$ cat config.mk
export PLATFORM = sky130hd
export DESIGN_NAME = ghr_index_gen_flat
export DESIGN_NICKNAME = d
export VERILOG_FILES = /design/src/rtl/ghr_index_gen_if.sv /design/src/rtl/ghr_index_gen.sv /design/src/flat_wrapper.sv
export SDC_FILE = /design/constraint.sdc
export NUM_CORES = 1
export LEC_CHECK = 0
export CORE_ASPECT_RATIO = 0.75
export CORE_MARGIN = 3
export CORE_UTILIZATION = 60
export CTS_CLUSTER_SIZE = 10
export DETAILED_ROUTE_END_ITERATION = 8
export DONT_BUFFER_PORTS = 1
export GPL_ROUTABILITY_DRIVEN = 1
export PLACE_DENSITY = 0.76
export SYNTH_ARGS = -nofsm -noshare
export SYNTH_HDL_FRONTEND = slang
export SYNTH_SLANG_ARGS = --single-unit
$ cat constraint.sdc
create_clock -name clk_i -period 4.9 [get_ports clk_i]
set_clock_uncertainty 0.15 [all_clocks]
set_input_delay 0.49 -clock clk_i [delete_from_list [all_inputs] [get_ports clk_i]]
set_output_delay 0.49 -clock clk_i [all_outputs]
set_load 0.01 [all_outputs]
$ cat src/rtl/ghr_index_gen_if.sv
// Fetch/resolve bus for ghr_index_gen.
// The master drives the fetch and resolve inputs and sees the PHT index,
// the stall and the PHT update port. The slave is the index generator.
interface ghr_index_gen_if #(
    parameter int INDEX_WIDTH = 8
);
    // Fetch side
    logic                   fetch_valid_i;
    logic                   fetch_is_br_i;
    logic [31:0]            fetch_pc_i;
    logic                   pred_taken_i;
    logic [INDEX_WIDTH-1:0] rd_index_o;
    logic                   stall_o;

    // Resolve side
    logic                   resolve_valid_i;
    logic                   resolve_taken_i;
    logic                   resolve_mispredict_i;

    // PHT update port and status
    logic                   update_en_o;
    logic [INDEX_WIDTH-1:0] update_index_o;
    logic                   br_taken_o;
    logic                   err_o;

    modport master (
        output fetch_valid_i, fetch_is_br_i, fetch_pc_i, pred_taken_i,
        output resolve_valid_i, resolve_taken_i, resolve_mispredict_i,
        input  rd_index_o, stall_o, update_en_o, update_index_o, br_taken_o, err_o
    );

    modport slave (
        input  fetch_valid_i, fetch_is_br_i, fetch_pc_i, pred_taken_i,
        input  resolve_valid_i, resolve_taken_i, resolve_mispredict_i,
        output rd_index_o, stall_o, update_en_o, update_index_o, br_taken_o, err_o
    );
endinterface

$ cat src/rtl/ghr_index_gen.sv
// Gshare index generator with a speculative global history register.
// Each fetched conditional branch gets a PHT index (PC bits XOR history),
// and the index plus a history snapshot are queued until the branch
// resolves in order. A resolve pops the oldest entry and drives the PHT
// update; a mispredict restores the history from the snapshot and flushes
// every younger entry.
// Build option: define PHT_UPDATE_REG_EN to register the PHT update port
// (one cycle after the pop edge); otherwise it is driven in the pop cycle.
// Note: rst_ni is active-high despite its name.
module ghr_index_gen #(
    parameter int INDEX_WIDTH = 8,
    parameter int HIST_WIDTH  = 8,
    parameter int DEPTH       = 4
) (
    input  logic           clk_i,
    input  logic           rst_ni,
    ghr_index_gen_if.slave bus
);
    localparam int PTR_W = $clog2(DEPTH);
    localparam int CNT_W = PTR_W + 1;

    typedef logic [PTR_W-1:0]       ptr_t;
    typedef logic [CNT_W-1:0]       cnt_t;
    typedef logic [INDEX_WIDTH-1:0] idx_t;
    typedef logic [HIST_WIDTH-1:0]  hist_t;

    // In-flight branch storage
    idx_t  idx_mem  [DEPTH];
    hist_t snap_mem [DEPTH];

    hist_t ghr_q, ghr_d;
    ptr_t  wr_ptr_q, wr_ptr_d;
    ptr_t  rd_ptr_q, rd_ptr_d;
    cnt_t  count_q, count_d;
    logic  err_q, err_d;

    logic  full, empty, kill, push, pop, flush;
    idx_t  ghr_ext, rd_index;
    logic  [HIST_WIDTH:0] spec_cat, recover_cat;

    logic  upd_en_c, upd_tk_c;
    idx_t  upd_idx_c;

    logic  unused_pc;

    // Only the index-forming PC bits matter.
    assign unused_pc = ^{bus.fetch_pc_i[31:INDEX_WIDTH+2], bus.fetch_pc_i[1:0]};

    // Control decode, index formation and PHT update values for this cycle.
    always_comb begin
        full     = (count_q == cnt_t'(DEPTH));
        empty    = (count_q == '0);
        kill     = bus.resolve_valid_i & bus.resolve_mispredict_i;
        pop      = bus.resolve_valid_i & ~empty;
        flush    = pop & bus.resolve_mispredict_i;
        // A correct pop frees the head slot in the same edge, so a full
        // queue still accepts the branch.
        push     = bus.fetch_valid_i & bus.fetch_is_br_i & (~full | pop) & ~kill;

        ghr_ext  = '0;
        ghr_ext[HIST_WIDTH-1:0] = ghr_q;
        rd_index = bus.fetch_pc_i[INDEX_WIDTH+1:2] ^ ghr_ext;

        // Low HIST_WIDTH bits of {history, new bit} are the shifted history;
        // with HIST_WIDTH=1 this degenerates to the new bit alone.
        spec_cat    = {ghr_q, bus.pred_taken_i};
        recover_cat = {snap_mem[rd_ptr_q], bus.resolve_taken_i};

        upd_en_c  = pop;
        upd_idx_c = pop ? idx_mem[rd_ptr_q] : '0;
        upd_tk_c  = pop & bus.resolve_taken_i;
    end

    // Next-state for history, pointers, occupancy and the error flag.
    always_comb begin
        ghr_d    = ghr_q;
        wr_ptr_d = wr_ptr_q;
        rd_ptr_d = rd_ptr_q;
        count_d  = count_q;
        err_d    = err_q | (bus.resolve_valid_i & empty);

        if (flush) begin
            ghr_d    = recover_cat[HIST_WIDTH-1:0];
            rd_ptr_d = rd_ptr_q + ptr_t'(1);
            wr_ptr_d = rd_ptr_q + ptr_t'(1);
            count_d  = '0;
        end else begin
            if (push) begin
                ghr_d    = spec_cat[HIST_WIDTH-1:0];
                wr_ptr_d = wr_ptr_q + ptr_t'(1);
            end
            if (pop) begin
                rd_ptr_d = rd_ptr_q + ptr_t'(1);
            end
            count_d = count_q + cnt_t'(push) - cnt_t'(pop);
        end
    end

    // State registers with asynchronous reset.
    // NOTE: sequential state uses non-blocking assignments so every register
    // samples the values from before the edge, independent of block order.
    always_ff @(posedge clk_i or posedge rst_ni) begin
        if (rst_ni) begin
            ghr_q    <= '0;
            wr_ptr_q <= '0;
            rd_ptr_q <= '0;
            count_q  <= '0;
            err_q    <= 1'b0;
        end else begin
            ghr_q    <= ghr_d;
            wr_ptr_q <= wr_ptr_d;
            rd_ptr_q <= rd_ptr_d;
            count_q  <= count_d;
            err_q    <= err_d;
        end
    end

    // Queue write of the branch index and its history snapshot.
    // NOTE: the storage array has no reset; entries are only read while the
    // occupancy count says they are valid, so reset stays on the small state.
    always_ff @(posedge clk_i) begin
        if (push) begin
            idx_mem[wr_ptr_q]  <= rd_index;
            snap_mem[wr_ptr_q] <= ghr_q;
        end
    end

`ifdef PHT_UPDATE_REG_EN
    // Registered PHT update port: strobe appears one cycle after the pop edge.
    always_ff @(posedge clk_i or posedge rst_ni) begin
        if (rst_ni) begin
            bus.update_en_o    <= 1'b0;
            bus.update_index_o <= '0;
            bus.br_taken_o     <= 1'b0;
        end else begin
            bus.update_en_o    <= upd_en_c;
            bus.update_index_o <= upd_idx_c;
            bus.br_taken_o     <= upd_tk_c;
        end
    end
`else
    // Combinational PHT update port: strobe appears in the pop cycle.
    always_comb begin
        bus.update_en_o    = upd_en_c;
        bus.update_index_o = upd_idx_c;
        bus.br_taken_o     = upd_tk_c;
    end
`endif

    assign bus.rd_index_o = rd_index;
    assign bus.stall_o    = full;
    assign bus.err_o      = err_q;

endmodule
$ cat src/flat_wrapper.sv
// flat-port wrapper written by rule: the top's interface ports become plain ports
module ghr_index_gen_flat 
#(
    parameter int INDEX_WIDTH = 8,
    parameter int HIST_WIDTH  = 8,
    parameter int DEPTH       = 4
)
  (clk_i, rst_ni, bus_fetch_valid_i, bus_fetch_is_br_i, bus_fetch_pc_i, bus_pred_taken_i, bus_resolve_valid_i, bus_resolve_taken_i, bus_resolve_mispredict_i, bus_rd_index_o, bus_stall_o, bus_update_en_o, bus_update_index_o, bus_br_taken_o, bus_err_o);
  ghr_index_gen_if #(.INDEX_WIDTH(INDEX_WIDTH)) bus_i ();
  input  logic clk_i;
  input  logic rst_ni;
  input wire logic [$bits(bus_i.fetch_valid_i)-1:0] bus_fetch_valid_i;
  input wire logic [$bits(bus_i.fetch_is_br_i)-1:0] bus_fetch_is_br_i;
  input wire logic [$bits(bus_i.fetch_pc_i)-1:0] bus_fetch_pc_i;
  input wire logic [$bits(bus_i.pred_taken_i)-1:0] bus_pred_taken_i;
  input wire logic [$bits(bus_i.resolve_valid_i)-1:0] bus_resolve_valid_i;
  input wire logic [$bits(bus_i.resolve_taken_i)-1:0] bus_resolve_taken_i;
  input wire logic [$bits(bus_i.resolve_mispredict_i)-1:0] bus_resolve_mispredict_i;
  output wire logic [$bits(bus_i.rd_index_o)-1:0] bus_rd_index_o;
  output wire logic [$bits(bus_i.stall_o)-1:0] bus_stall_o;
  output wire logic [$bits(bus_i.update_en_o)-1:0] bus_update_en_o;
  output wire logic [$bits(bus_i.update_index_o)-1:0] bus_update_index_o;
  output wire logic [$bits(bus_i.br_taken_o)-1:0] bus_br_taken_o;
  output wire logic [$bits(bus_i.err_o)-1:0] bus_err_o;
  assign bus_i.fetch_valid_i = bus_fetch_valid_i;
  assign bus_i.fetch_is_br_i = bus_fetch_is_br_i;
  assign bus_i.fetch_pc_i = bus_fetch_pc_i;
  assign bus_i.pred_taken_i = bus_pred_taken_i;
  assign bus_i.resolve_valid_i = bus_resolve_valid_i;
  assign bus_i.resolve_taken_i = bus_resolve_taken_i;
  assign bus_i.resolve_mispredict_i = bus_resolve_mispredict_i;
  assign bus_rd_index_o = bus_i.rd_index_o;
  assign bus_stall_o = bus_i.stall_o;
  assign bus_update_en_o = bus_i.update_en_o;
  assign bus_update_index_o = bus_i.update_index_o;
  assign bus_br_taken_o = bus_i.br_taken_o;
  assign bus_err_o = bus_i.err_o;
  ghr_index_gen #(.INDEX_WIDTH(INDEX_WIDTH), .HIST_WIDTH(HIST_WIDTH), .DEPTH(DEPTH)) u_core (.clk_i(clk_i), .rst_ni(rst_ni), .bus(bus_i));
endmodule
==> qor.yml <==
outcome: "finished clean"
p_leak_nw: 1.217
synth.ff_latch_count: 76
start_util: 0.6384
startpoint: "u_core.count_q[2]"
worstPathMaxFanout: 15
drt_iter0_markers: 126
clk_latency_ns: 0.35
post-cts-setup-buffers: 0
fin_crit_sh: 0.5585
layout-drive-gt1-share: 0.1818
layout_commonest_cell: "edfxtp_1"
place_area_mm2: 0.003251
crit_arrival_ns: 2.81
gr-total-overflow: 0
fin_nets: 229
wl_per_cell_um: 20.21
syn2layout_area_growth_pct: 6.926
wl_um: 5234
peakVddDrop_v: 0.0003517
fin_crit_ns: 2.736
cts_root_buffer: "clkbuf_8"
ios: 60
ys_types: 30
rsz0062_at_grt: "no"
cts.sinks: 76
gp_congestion: 0.7738
die_x_um: 90.53
die-area_mm2: 0.006283
hold_start: "bus_resolve_valid_i"
hold_path_class: "in -> reg"
r2r-start: "u_core.count_q[2]"
holdWs_ns: 0.1069
slew_headroom: 0.4281
avgViaCountPerCell: 6.073
via_count: 1573
row_count: 22
final_area_mm2: 0.003438
tightest_slew_ns: 0.8578
cts_tree: "built"
grt_pass1_vias: 1583
coreArea_mm2: 0.005037
htree_num_levels: 3
fin_tns_setup_ns: 0
antenna_found_initial: 0
hold_viol_final: 0
fmax_mhz: 365.4
syn_avg_cell_area_um2: 18.17
port_buffers: 0
dr.pass1.iters: 4
drc: 0
num-fill-cells: 334
end_kind: "register"
antennaDiodeCount: 0
grt_use_total: 0.1842
ys_seq_area_frac: 0.6848
setup_viol: 0
drv_cap: 0
syn_area_mm2: 0.003216
grtUsageMet2: 0.2744
powerDensity_mw_per_mm2: 573.8
clk_path_buf_depth: 2
hpwl_um: 3304
cts.reportedPaths.clkPinSlew_ns: 0.08
die_y_um: 69.40
cts_made_buffers: 9
drv_slew: 0
busiest_layer: "met2"
critPathLaunchType: "register"
final_antenna_net_count: 0
syn_nets: 224
use_met1: 0.2464
synthCells: 177
grt_max_degree: 18
layout_common_cells: "60 x edfxtp_1, 22 x and2_1, 16 x dfrtp_1"
yosysWarningCount: 0
path_class: "reg -> reg"
grt_pass1_wl_um: 8556
use_met3: 0.08134
cp.required_ns: 4.98
[critical path: stages (launching register included)]
cell and delay, ns:
dfrtp_1 0.46, o31a_1 0.60, ha_1 0.41, inv_1 0.04, ha_1 0.20, fa_1 0.38, xnor2_1 0.19, xnor2_1 0.13
nor2_1 0.05
[routing by layer]
layer	wire (um)	vias up
li1	-	702
met1	2321	821
met2	2529	43
met3	328	7
met4	54	0
met5	0	-
[where the power goes]
part           switching (mW)  leakage [nW]  internal, mW
Sequential              0.157         0.735         0.884
Clock                   0.208        0.0925         0.207
Combinational           0.259         0.389         0.259
[kinds of logic (layout without fill, tap and decap cells)]
logic type | Yosys count | after routing | share of synthesized area
xor gates and xnor gates | 13 | 13 | 0.03541
muxes | 15 | 15 | 0.1051
AOI/OAI and AO/OA | 17 | 17 | 0.04825
adders and majority gates | 7 | 7 | 0.02957
DFF | 76 | 76 | 0.6848
and+or+nand+nor | 33 | 33 | 0.06809
buffers and inverters | 16 | 26 | 0.02879
[state kept, by name, indices dropped and copies added, names as in the netlist]
signal,flops
u_core.bus.err_o,1
u_core.idx_mem,32
u_core.wr_ptr_q,2
u_core.ghr_ext,8
u_core.rd_ptr_q,2
u_core.count_q,3
u_core.snap_mem,28
[cell type report]
type,instances,area (um^2),share of cell area
flip-flops and latches,76,2202,0.6405
well taps,72,90.09,0.02620
clock inverters,5,26.28,0.007642
inverters,8,30.03,0.008734
repair buffers,2,17.52,0.005095
multi-input cells,85,920.9,0.2678
clock buffers,11,151.4,0.04403
[what timing repair did]
action                                 CTS  global route
hold buffers                             1             0
gates resized for setup                  0             0
endpoints found under the hold margin   16             0
[worst paths after layout]
kind                       depth (start not counted)            endpoint  slack [ns]
setup / recovery                                   8   u_core.count_q[2]        2.16
hold / removal                                     1    u_core.bus.err_o        0.11
max in group asynchronous                          2  u_core.wr_ptr_q[0]        3.68
min in group asynchronous                          2    u_core.bus.err_o        0.50
hold reg to reg                                    1    u_core.bus.err_o        0.38
setup reg to reg                                   8   u_core.count_q[2]        2.16
[cell usage after synthesis]
cell | count | area (um^2)
a21o_1 | 1 | 7.510
a221o_1 | 7 | 70.07
a221oi_1 | 1 | 8.760
a22oi_1 | 2 | 15.01
and2_1 | 22 | 137.6
and2_4 | 1 | 8.760
and3_1 | 1 | 6.260
buf_2 | 2 | 10.01
buf_4 | 2 | 15.01
buf_6 | 3 | 33.78
clkbuf_1 | 1 | 3.750
dfrtp_1 | 16 | 400.4
edfxtp_1 | 60 | 1802
fa_1 | 1 | 20.02
ha_1 | 6 | 75.07
inv_1 | 8 | 30.03
mux4_2 | 15 | 337.8
nand2_1 | 2 | 7.510
nand3_1 | 2 | 10.01
nor2_1 | 1 | 3.750
nor3_1 | 1 | 5.000
nor3_2 | 1 | 10.01
nor4_1 | 1 | 6.260
nor4b_4 | 1 | 23.77
o311a_1 | 1 | 10.01
o311ai_1 | 1 | 8.760
o31a_1 | 2 | 17.52
o41ai_1 | 2 | 17.52
xnor2_1 | 3 | 26.28
xor2_1 | 10 | 87.58
[stage by stage]
step | setup slack, ns | instances | util | power (mW)
after global placement | 2.238 | 242 | 0.6453 | 1.544
after CTS | 2.127 | 259 | 0.6826 | 1.991
final | 2.164 | 259 | 0.6826 | 1.973
after floorplan | 2.379 | 177 | - | 1.468
after detailed placement | 2.158 | 242 | 0.6453 | 1.582
after global routing | 1.998 | 259 | 0.6826 | 2.100
No activity file was read; power rests on OpenSTA's default activity.
